**src/rtl/decoder_nx2n_pipe_pkg.sv**
```systemverilog
// Shared definitions for the pipelined N-to-2^N decoder.
//   state_e      : occupancy of the output/skid storage (EMPTY, ONE, TWO)
//   params_legal : elaboration-time legality check for SEL_W / NUM_OUT
package decoder_nx2n_pipe_pkg;

    typedef enum logic [1:0] {
        EMPTY = 2'd0,
        ONE   = 2'd1,
        TWO   = 2'd2
    } state_e;

    // SEL_W must be 1..6 and NUM_OUT must be 2..2**SEL_W.
    function automatic bit params_legal(input int sel_w, input int num_out);
        return (sel_w >= 1) && (sel_w <= 6) &&
               (num_out >= 2) && (num_out <= (1 << sel_w));
    endfunction

endpackage

```
**src/rtl/decoder_nx2n_comb.sv**
```systemverilog
// Purely combinational decode f(sel, en).
// Ports:
//   sel    in  SEL_W    index to decode
//   en     in  1        decode enable
//   onehot out NUM_OUT  bit k = en & (sel == k); bit 0 forced low when MASK_ZERO
//   err    out 1        en & (sel >= NUM_OUT)
module decoder_nx2n_comb #(
    parameter int SEL_W     = 3,
    parameter int NUM_OUT   = 8,
    parameter int MASK_ZERO = 0
) (
    input  logic [SEL_W-1:0]   sel,
    input  logic               en,
    output logic [NUM_OUT-1:0] onehot,
    output logic               err
);

    always_comb begin
        onehot = '0;
        err    = en && (int'(sel) >= NUM_OUT);
        // An out-of-range index matches no k, so the vector is all zeros on error.
        for (int k = 0; k < NUM_OUT; k++) begin
            onehot[k] = en && (int'(sel) == k);
        end
        // R0 write suppression: index 0 is legal, just never asserted.
        if (MASK_ZERO != 0) begin
            onehot[0] = 1'b0;
        end
    end

endmodule

```
**src/rtl/decoder_nx2n_pipe.sv**
```systemverilog
// Pipelined decoder: combinational decode at the input, then a 2-entry
// (output register + skid register) valid/ready buffer, 1-cycle latency.
// Ports:
//   CLK       in  1        clock, rising edge
//   RST_N     in  1        asynchronous active-low reset
//   IN        in  SEL_W    index to decode
//   EN        in  1        decode enable
//   IN_VALID  in  1        upstream transaction valid
//   IN_READY  out 1        registered; low only when both entries are full
//   OUT       out NUM_OUT  registered one-hot result
//   OUT_ERR   out 1        current output had IN >= NUM_OUT
//   OUT_VALID out 1        OUT/OUT_ERR hold a valid transaction
//   OUT_READY in  1        downstream accepts the transaction
module decoder_nx2n_pipe
    import decoder_nx2n_pipe_pkg::*;
#(
    parameter int SEL_W     = 3,
    parameter int NUM_OUT   = 8,
    parameter int MASK_ZERO = 0
) (
    input  logic               CLK,
    input  logic               RST_N,
    input  logic [SEL_W-1:0]   IN,
    input  logic               EN,
    input  logic               IN_VALID,
    output logic               IN_READY,
    output logic [NUM_OUT-1:0] OUT,
    output logic               OUT_ERR,
    output logic               OUT_VALID,
    input  logic               OUT_READY
);

    if (!params_legal(SEL_W, NUM_OUT)) begin : g_bad_params
        $error("decoder_nx2n_pipe: illegal SEL_W/NUM_OUT combination");
    end

    logic [NUM_OUT-1:0] dec_onehot_p0;
    logic               dec_err_p0;

    state_e             state_p1;
    state_e             state_nxt;
    logic               in_ready_p1;
    logic [NUM_OUT-1:0] out_onehot_p1;
    logic               out_err_p1;
    logic [NUM_OUT-1:0] skid_onehot_p1;
    logic               skid_err_p1;

    logic accept;
    logic transfer;
    logic load_out_in;
    logic load_out_skid;
    logic load_skid;

    // ---- stage p0: combinational decode of the incoming transaction ----
    decoder_nx2n_comb #(
        .SEL_W     (SEL_W),
        .NUM_OUT   (NUM_OUT),
        .MASK_ZERO (MASK_ZERO)
    ) u_comb (
        .sel    (IN),
        .en     (EN),
        .onehot (dec_onehot_p0),
        .err    (dec_err_p0)
    );

    assign accept    = IN_VALID && in_ready_p1;
    assign transfer  = OUT_VALID && OUT_READY;
    assign OUT_VALID = (state_p1 != EMPTY);
    assign IN_READY  = in_ready_p1;
    assign OUT       = out_onehot_p1;
    assign OUT_ERR   = out_err_p1;

    always_comb begin
        state_nxt     = state_p1;
        load_out_in   = 1'b0;
        load_out_skid = 1'b0;
        load_skid     = 1'b0;
        case (state_p1)
            EMPTY: begin
                if (accept) begin
                    state_nxt   = ONE;
                    load_out_in = 1'b1;
                end
            end
            ONE: begin
                if (accept && transfer) begin
                    load_out_in = 1'b1;
                end else if (accept) begin
                    state_nxt = TWO;
                    load_skid = 1'b1;
                end else if (transfer) begin
                    state_nxt = EMPTY;
                end
            end
            TWO: begin
                // IN_READY is low here, so only a drain can happen.
                if (transfer) begin
                    state_nxt     = ONE;
                    load_out_skid = 1'b1;
                end
            end
            default: state_nxt = EMPTY;
        endcase
    end

    // ---- stage p1: output register, skid register and occupancy ----
    always_ff @(posedge CLK or negedge RST_N) begin
        if (!RST_N) begin
            state_p1       <= EMPTY;
            in_ready_p1    <= 1'b1;
            out_onehot_p1  <= '0;
            out_err_p1     <= 1'b0;
            skid_onehot_p1 <= '0;
            skid_err_p1    <= 1'b0;
        end else begin
            state_p1    <= state_nxt;
            // Registered ready: no combinational path from OUT_READY.
            in_ready_p1 <= (state_nxt != TWO);
            if (load_out_in) begin
                out_onehot_p1 <= dec_onehot_p0;
                out_err_p1    <= dec_err_p0;
            end else if (load_out_skid) begin
                out_onehot_p1 <= skid_onehot_p1;
                out_err_p1    <= skid_err_p1;
            end
            if (load_skid) begin
                skid_onehot_p1 <= dec_onehot_p0;
                skid_err_p1    <= dec_err_p0;
            end
        end
    end

endmodule

```
**config.mk**
```make
export PLATFORM = sky130hd
export DESIGN_NAME = decoder_nx2n_pipe
export DESIGN_NICKNAME = d
export VERILOG_FILES = /design/src/rtl/decoder_nx2n_pipe_pkg.sv /design/src/rtl/decoder_nx2n_comb.sv /design/src/rtl/decoder_nx2n_pipe.sv
export SDC_FILE = /design/constraint.sdc
export NUM_CORES = 1
export LEC_CHECK = 0
export CORE_MARGIN = 2
export CORE_UTILIZATION = 51
export CTS_CLUSTER_SIZE = 16
export DETAILED_ROUTE_END_ITERATION = 10
export MAX_ROUTING_LAYER = met4
export PLACE_DENSITY = 0.78
export SETUP_SLACK_MARGIN = 0.5
export SKIP_LAST_GASP = 1
export SLEW_MARGIN = 20
export SYNTH_ARGS = -nofsm -noshare
export SYNTH_HDL_FRONTEND = slang
export SYNTH_HIERARCHICAL = 1
export SYNTH_SLANG_ARGS = --single-unit
```
**constraint.sdc**
```tcl
create_clock -name CLK -period 2 [get_ports CLK]
set_input_delay 0.4 -clock CLK [delete_from_list [all_inputs] [get_ports CLK]]
set_output_delay 0.4 -clock CLK [all_outputs]
set_load 0.01 [all_outputs]
```
==> qor.yml, run 1 <==
coreArea_um2: 1960
p_sw_mw: 0.410
place_area_um2: 1270
grt_pass1_wl_mm: 3.94
p_leak_nw: 0.676
cts.hold.buffers_added: 0
ant_nets: 0
dr.pass1.iters: 4
syn_area_um2: 1060
total_power_mw: 1.30
p_per_area_nw_per_um2: 952
die_w_um: 49.5
critPathRequiredTime_ps: 2200
cts_num_sinks: 21
setup_tns_ps: 0
netlist-cell-type-count: 24
io_buffers: 18
rows: 16
holdWs_ps: 367
antenna_found_initial: 0
period_share_pct: 75.3
fillers: 158
final-seq-area_um2: 528
status: "completed"
cp-start-kind: "register"
dpl.hpwl_mm: 1.44
die_y_um: 49.5
worstPathArrival_ps: 1710
ys.warnings.count: 6
diodes: 0
io_pins: 19
layout-drive-gt1-share_pct: 38.1
grt_max_degree: 14
skew_ps: 8.21
drc_errors: 0
synth_cells: 75
route.vias.total: 763
overflow: 0
p_clk_share_pct: 15.8
grt_pass1_vias: 808
cts_inserted_buffers: 3
fin_nets: 114
final_common_cell: "dfrtp_1"
layout.cells.non_filler: 132
peakVddDrop_uv: 600
synth_seq_cells: 21
fmax_ghz: 0.664
final_hold_viol_count: 0
final_core_util_pct: 69.6
dieArea_um2: 2450
fin_area_um2: 1370
insertion_delay_ps: 310
cts_tree: "built"
path_class: "reg -> reg"
ctsHtreeMaxLevel: 1
drt_iter0_markers: 11
setup-violations-final: 0
maxCapViolCount: 0
grt_use_total_pct: 21.9
p_comb_share_pct: 40.0
rsz0062_at_grt: "yes"
synth.avg_cell_area_um2: 14.1
power_frac_seq_pct: 44.2
place_inst: 120
cts.clk_slew.worst_paths_ps: 120
cp-end-kind: "register"
cts_buffer_depth: 2
avgViaCountPerCell: 5.78
gp_congestion: 0.808
root_buffer: "clkbuf_4"
slew_viol_final: 0
synthesis.nets: 83
fin_ws_ps: 494
cp_max_fo: 4
wl_mm: 2.29
rrSetupSlack_ps: 490
hp-class: "in -> async"
place_ws_ps: 79.0
most-common-layout-cells: "dfrtp_1 (19), dlygate4sd2_1 (10), and2_1 (9), a221o_1 (9), mux2_4 (9)"
multi_input_area_um2: 524
ys_seq_area_share_pct: 49.8
min_period_ps: 1510
wl_per_cell_um: 17.3
area_delta_synth_final_pct: 29.1
swShare_pct: 31.6
start_util_pct: 53.9
internal_power_mw: 0.889
## cell type report
type	instances	share of cell area [%]
flip-flops and latches	21	38.7
repair buffers	28	18.4
clock inverters	1	0.367
well taps	27	2.47
clock buffers	3	1.65
multi-input cells	52	38.4
## critical path: stages (launching register included)
cell and delay (ps):
dfrtp_2 430, buf_6 120, and4bb_2 330, a211oi_4 50, buf_6 130, a221o_1 340
## power groups by stage
stage | sequential, mW | clock (mW) | combinational, mW
floorplan | 0.595 | 0 | 0.261
detailed placement | 0.593 | 0 | 0.438
CTS | 0.572 | 0.210 | 0.515
global route | 0.587 | 0.229 | 0.560
global placement | 0.589 | 0 | 0.433
finish | 0.574 | 0.206 | 0.520
## Yosys cell counts
cell      instances  area (um2)
and3b_1           2        17.5
dfstp_2           1        26.3
a221o_1           9        90.1
and4bb_2          1        12.5
and4_2            1        10.0
dfrtp_1          20         500
or2_1             2        12.5
and2_1            9        56.3
o21ai_1           1        5.00
mux2_4            9         135
buf_6             1        11.3
and4b_2           2        22.5
nor2_1            2        7.51
conb_1            1        3.75
a211oi_4          1        20.0
and2_4            1        8.76
nor2b_1           1        6.26
nand2_1           1        3.75
and4bb_1          3        37.5
and4b_1           1        10.0
nor4b_2           1        15.0
buf_4             2        15.0
nor3_2            1        10.0
mux2i_1           2        20.0
## timing repair
action / 4_1_cts / 5_1_grt
setup buffers: 7 / 0
gates cloned: 1 / 0
gates resized for setup: 22 / 6
setup endpoints to repair: 29 / 18
pin swaps: 7 / 8
## flip-flops by register name, indices dropped and copies added (netlist names)
register        cells
OUT_ERR             1
OUT                 8
skid_onehot_p1      8
state_p1            2
skid_err_p1         1
IN_READY            1
## worst paths after layout
path | from | to | depth (start not counted)
min | RST_N | OUT[1] | 1
max in group asynchronous | RST_N | skid_onehot_p1[2] | 2
max reg2reg | state_p1[1] | OUT[7] | 5
min reg2reg | skid_onehot_p1[1] | skid_onehot_p1[1] | 1
min in group CLK | skid_onehot_p1[1] | skid_onehot_p1[1] | 1
max | state_p1[1] | OUT[7] | 5
## logic make-up after synthesis
kind of cell	Yosys count	synth area share, %
other	1	0.355
AND/OR/NAND/NOR	28	21.8
flip-flops	21	49.8
buffers and inverters	3	2.48
multiplexers	11	14.7
AO/OA/AOI/OAI	11	10.9
## layer usage
layer,GRT usage [%],wire [um]
met1,29.6,1000
met5,-,0
met2,34.7,1180
met3,2.73,65
met4,6.94,42
Power figures use the tool's default switching activity.
==> run 2: changes to the inputs <==
==> constraint.sdc (replaced) <==
create_clock -name CLK -period 1.5 [get_ports CLK]
set_input_delay 0.3 -clock CLK [delete_from_list [all_inputs] [get_ports CLK]]
set_output_delay 0.3 -clock CLK [all_outputs]
set_load 0.01 [all_outputs]
==> run 2 against run 1 <==
Effect of this change:
- clock power increased by 33%
- fmax increased by 0.94%
- largest cell class is now multi-input combinational cells
- global-route usage decreased by 0.55 points
- via count increased by 6.3%
- combinational power increased by 69%
- largest power group is now combinational cells
- final area increased by 7.3%
- utilization increased by 5.1 points
- register-to-register slack got worse by 490 ps
- clock-buffer cell count unchanged
- critical path depth decreased by 2
- non-clock buffer count increased by 15
- power increased by 48%
==> qor.yml, run 2 (synthesis gave the netlist of run 1 again) <==
io_pins: 19
setup_tns_ps: 0
final_hold_viol_count: 0
overflow: 0
insertion_delay_ps: 310
rrSetupSlack_ps: 8
r2r_cells: 3
path_cells: "and3b_2 > and2_4 > mux2_4"
layout-drive-gt1-share_pct: 55.0
p_comb_share_pct: 45.8
grt_use_total_pct: 21.4
ant_nets: 0
critPathMaxStageDelay_ps: 580
period_share_pct: 99.5
path_class: "reg -> reg"
cts_buffer_depth: 2
dpl.hpwl_mm: 1.51
peakVddDrop_uv: 971
status: "completed"
rr_endpoint: "skid_onehot_p1[2]"
diodes: 0
antenna_found_initial: 0
start_util_pct: 53.9
cts.hold.buffers_added: 0
avgViaCountPerCell: 5.52
ctsHtreeMaxLevel: 1
cp-start-kind: "register"
setup-violations-final: 0
wl_per_cell_um: 16.8
p_per_area_nw_per_um2: 1310
cts_num_sinks: 21
cp_max_fo: 5
drc_errors: 0
place_area_um2: 1320
p_sw_mw: 0.603
io_buffers: 18
fin_area_um2: 1470
power_frac_seq_pct: 40.0
internal_power_mw: 1.32
maxCapViolCount: 0
coreArea_um2: 1960
rows: 16
cp-end-kind: "register"
worstPathArrival_ps: 1690
critPathRequiredTime_ps: 1700
route.vias.total: 811
p_clk_share_pct: 14.2
min_period_ps: 1490
fin_nets: 129
area_delta_synth_final_pct: 38.6
gp_congestion: 0.854
skew_ps: 6.22
p_leak_nw: 0.734
swShare_pct: 31.4
fmax_ghz: 0.670
root_buffer: "clkbuf_4"
hp-class: "in -> async"
grt_max_degree: 17
grt_pass1_wl_mm: 3.82
crit_slowest_cell: "dfstp_2"
reg2reg_from: "IN_READY"
cts.clk_slew.worst_paths_ps: 120
most-common-layout-cells: "dfrtp_1 (20), buf_4 (20)"
total_power_mw: 1.92
path_buf_inv: 0
cts_inserted_buffers: 3
wl_mm: 2.48
worst-path-stages: 3
cts_tree: "built"
dieArea_um2: 2450
dr.pass1.iters: 5
grt_pass1_vias: 819
die_w_um: 49.5
cp-startpoint: "IN_READY"
crit_path_end: "skid_onehot_p1[2]"
place_inst: 127
fillers: 143
layout.cells.non_filler: 147
drt_iter0_markers: 11
slew_viol_final: 0
cp_top_family: "flip-flops"
rsz0062_at_grt: "yes"
die_y_um: 49.5
-- run 2: what timing repair did --
item                       CTS  global route
setup endpoints to repair   32            32
gates cloned                 1             0
pin swaps                    4             4
buffers inserted            10             5
gates resized for setup     53             5
-- run 2: per-stage QoR --
step	worst slack [ps]	hold slack [ps]	util [%]
floorplan	25.0	4.41	-
global placement	-296	484	67.3
detailed placement	-336	484	67.3
CTS	20.1	216	72.1
global route	-29.5	188	74.7
finish	8.14	214	74.7
-- run 2: power groups by stage --
stage          logic (mW)  clock network (mW)  registers [mW]
6_report            0.880               0.274           0.768
3_5_place_dp        0.647                   0           0.788
2_1_floorplan       0.354                   0           0.793
5_1_grt             0.929               0.314           0.782
3_3_place_gp        0.629                   0           0.782
4_1_cts             0.779               0.279           0.763
-- run 2: metal layers --
layer	up-vias	wire, um	share of wire (%)	global-route usage, %
li1	379	-	-	-
met1	412	1030	42	23.6
met2	18	1310	53	37.3
met3	2	116	4.7	7.88
met4	0	16	0.65	3.70
met5	-	0	0	-
-- run 2: worst min path at each step --
stage,slack [ps],to,depth (start not counted),from
2_1_floorplan,4,OUT[0],0,RST_N
3_3_place_gp,480,skid_onehot_p1[1],1,skid_onehot_p1[1]
3_5_place_dp,480,skid_onehot_p1[0],1,skid_onehot_p1[0]
4_1_cts,220,state_p1[0],1,RST_N
5_1_grt,190,state_p1[0],1,RST_N
6_report,210,state_p1[0],1,RST_N
-- run 2: area by class of cell --
| cell class | instances | area (um2) | share of cell area, % |
|---|---|---|---|
| Multi-Input combinational cell | 52 | 539 | 36.8 |
| Clock buffer | 3 | 22.5 | 1.54 |
| Clock inverter | 1 | 5.00 | 0.342 |
| Tap cell | 27 | 33.8 | 2.31 |
| Timing Repair Buffer | 43 | 338 | 23.1 |
| Sequential cell | 21 | 527 | 36.0 |
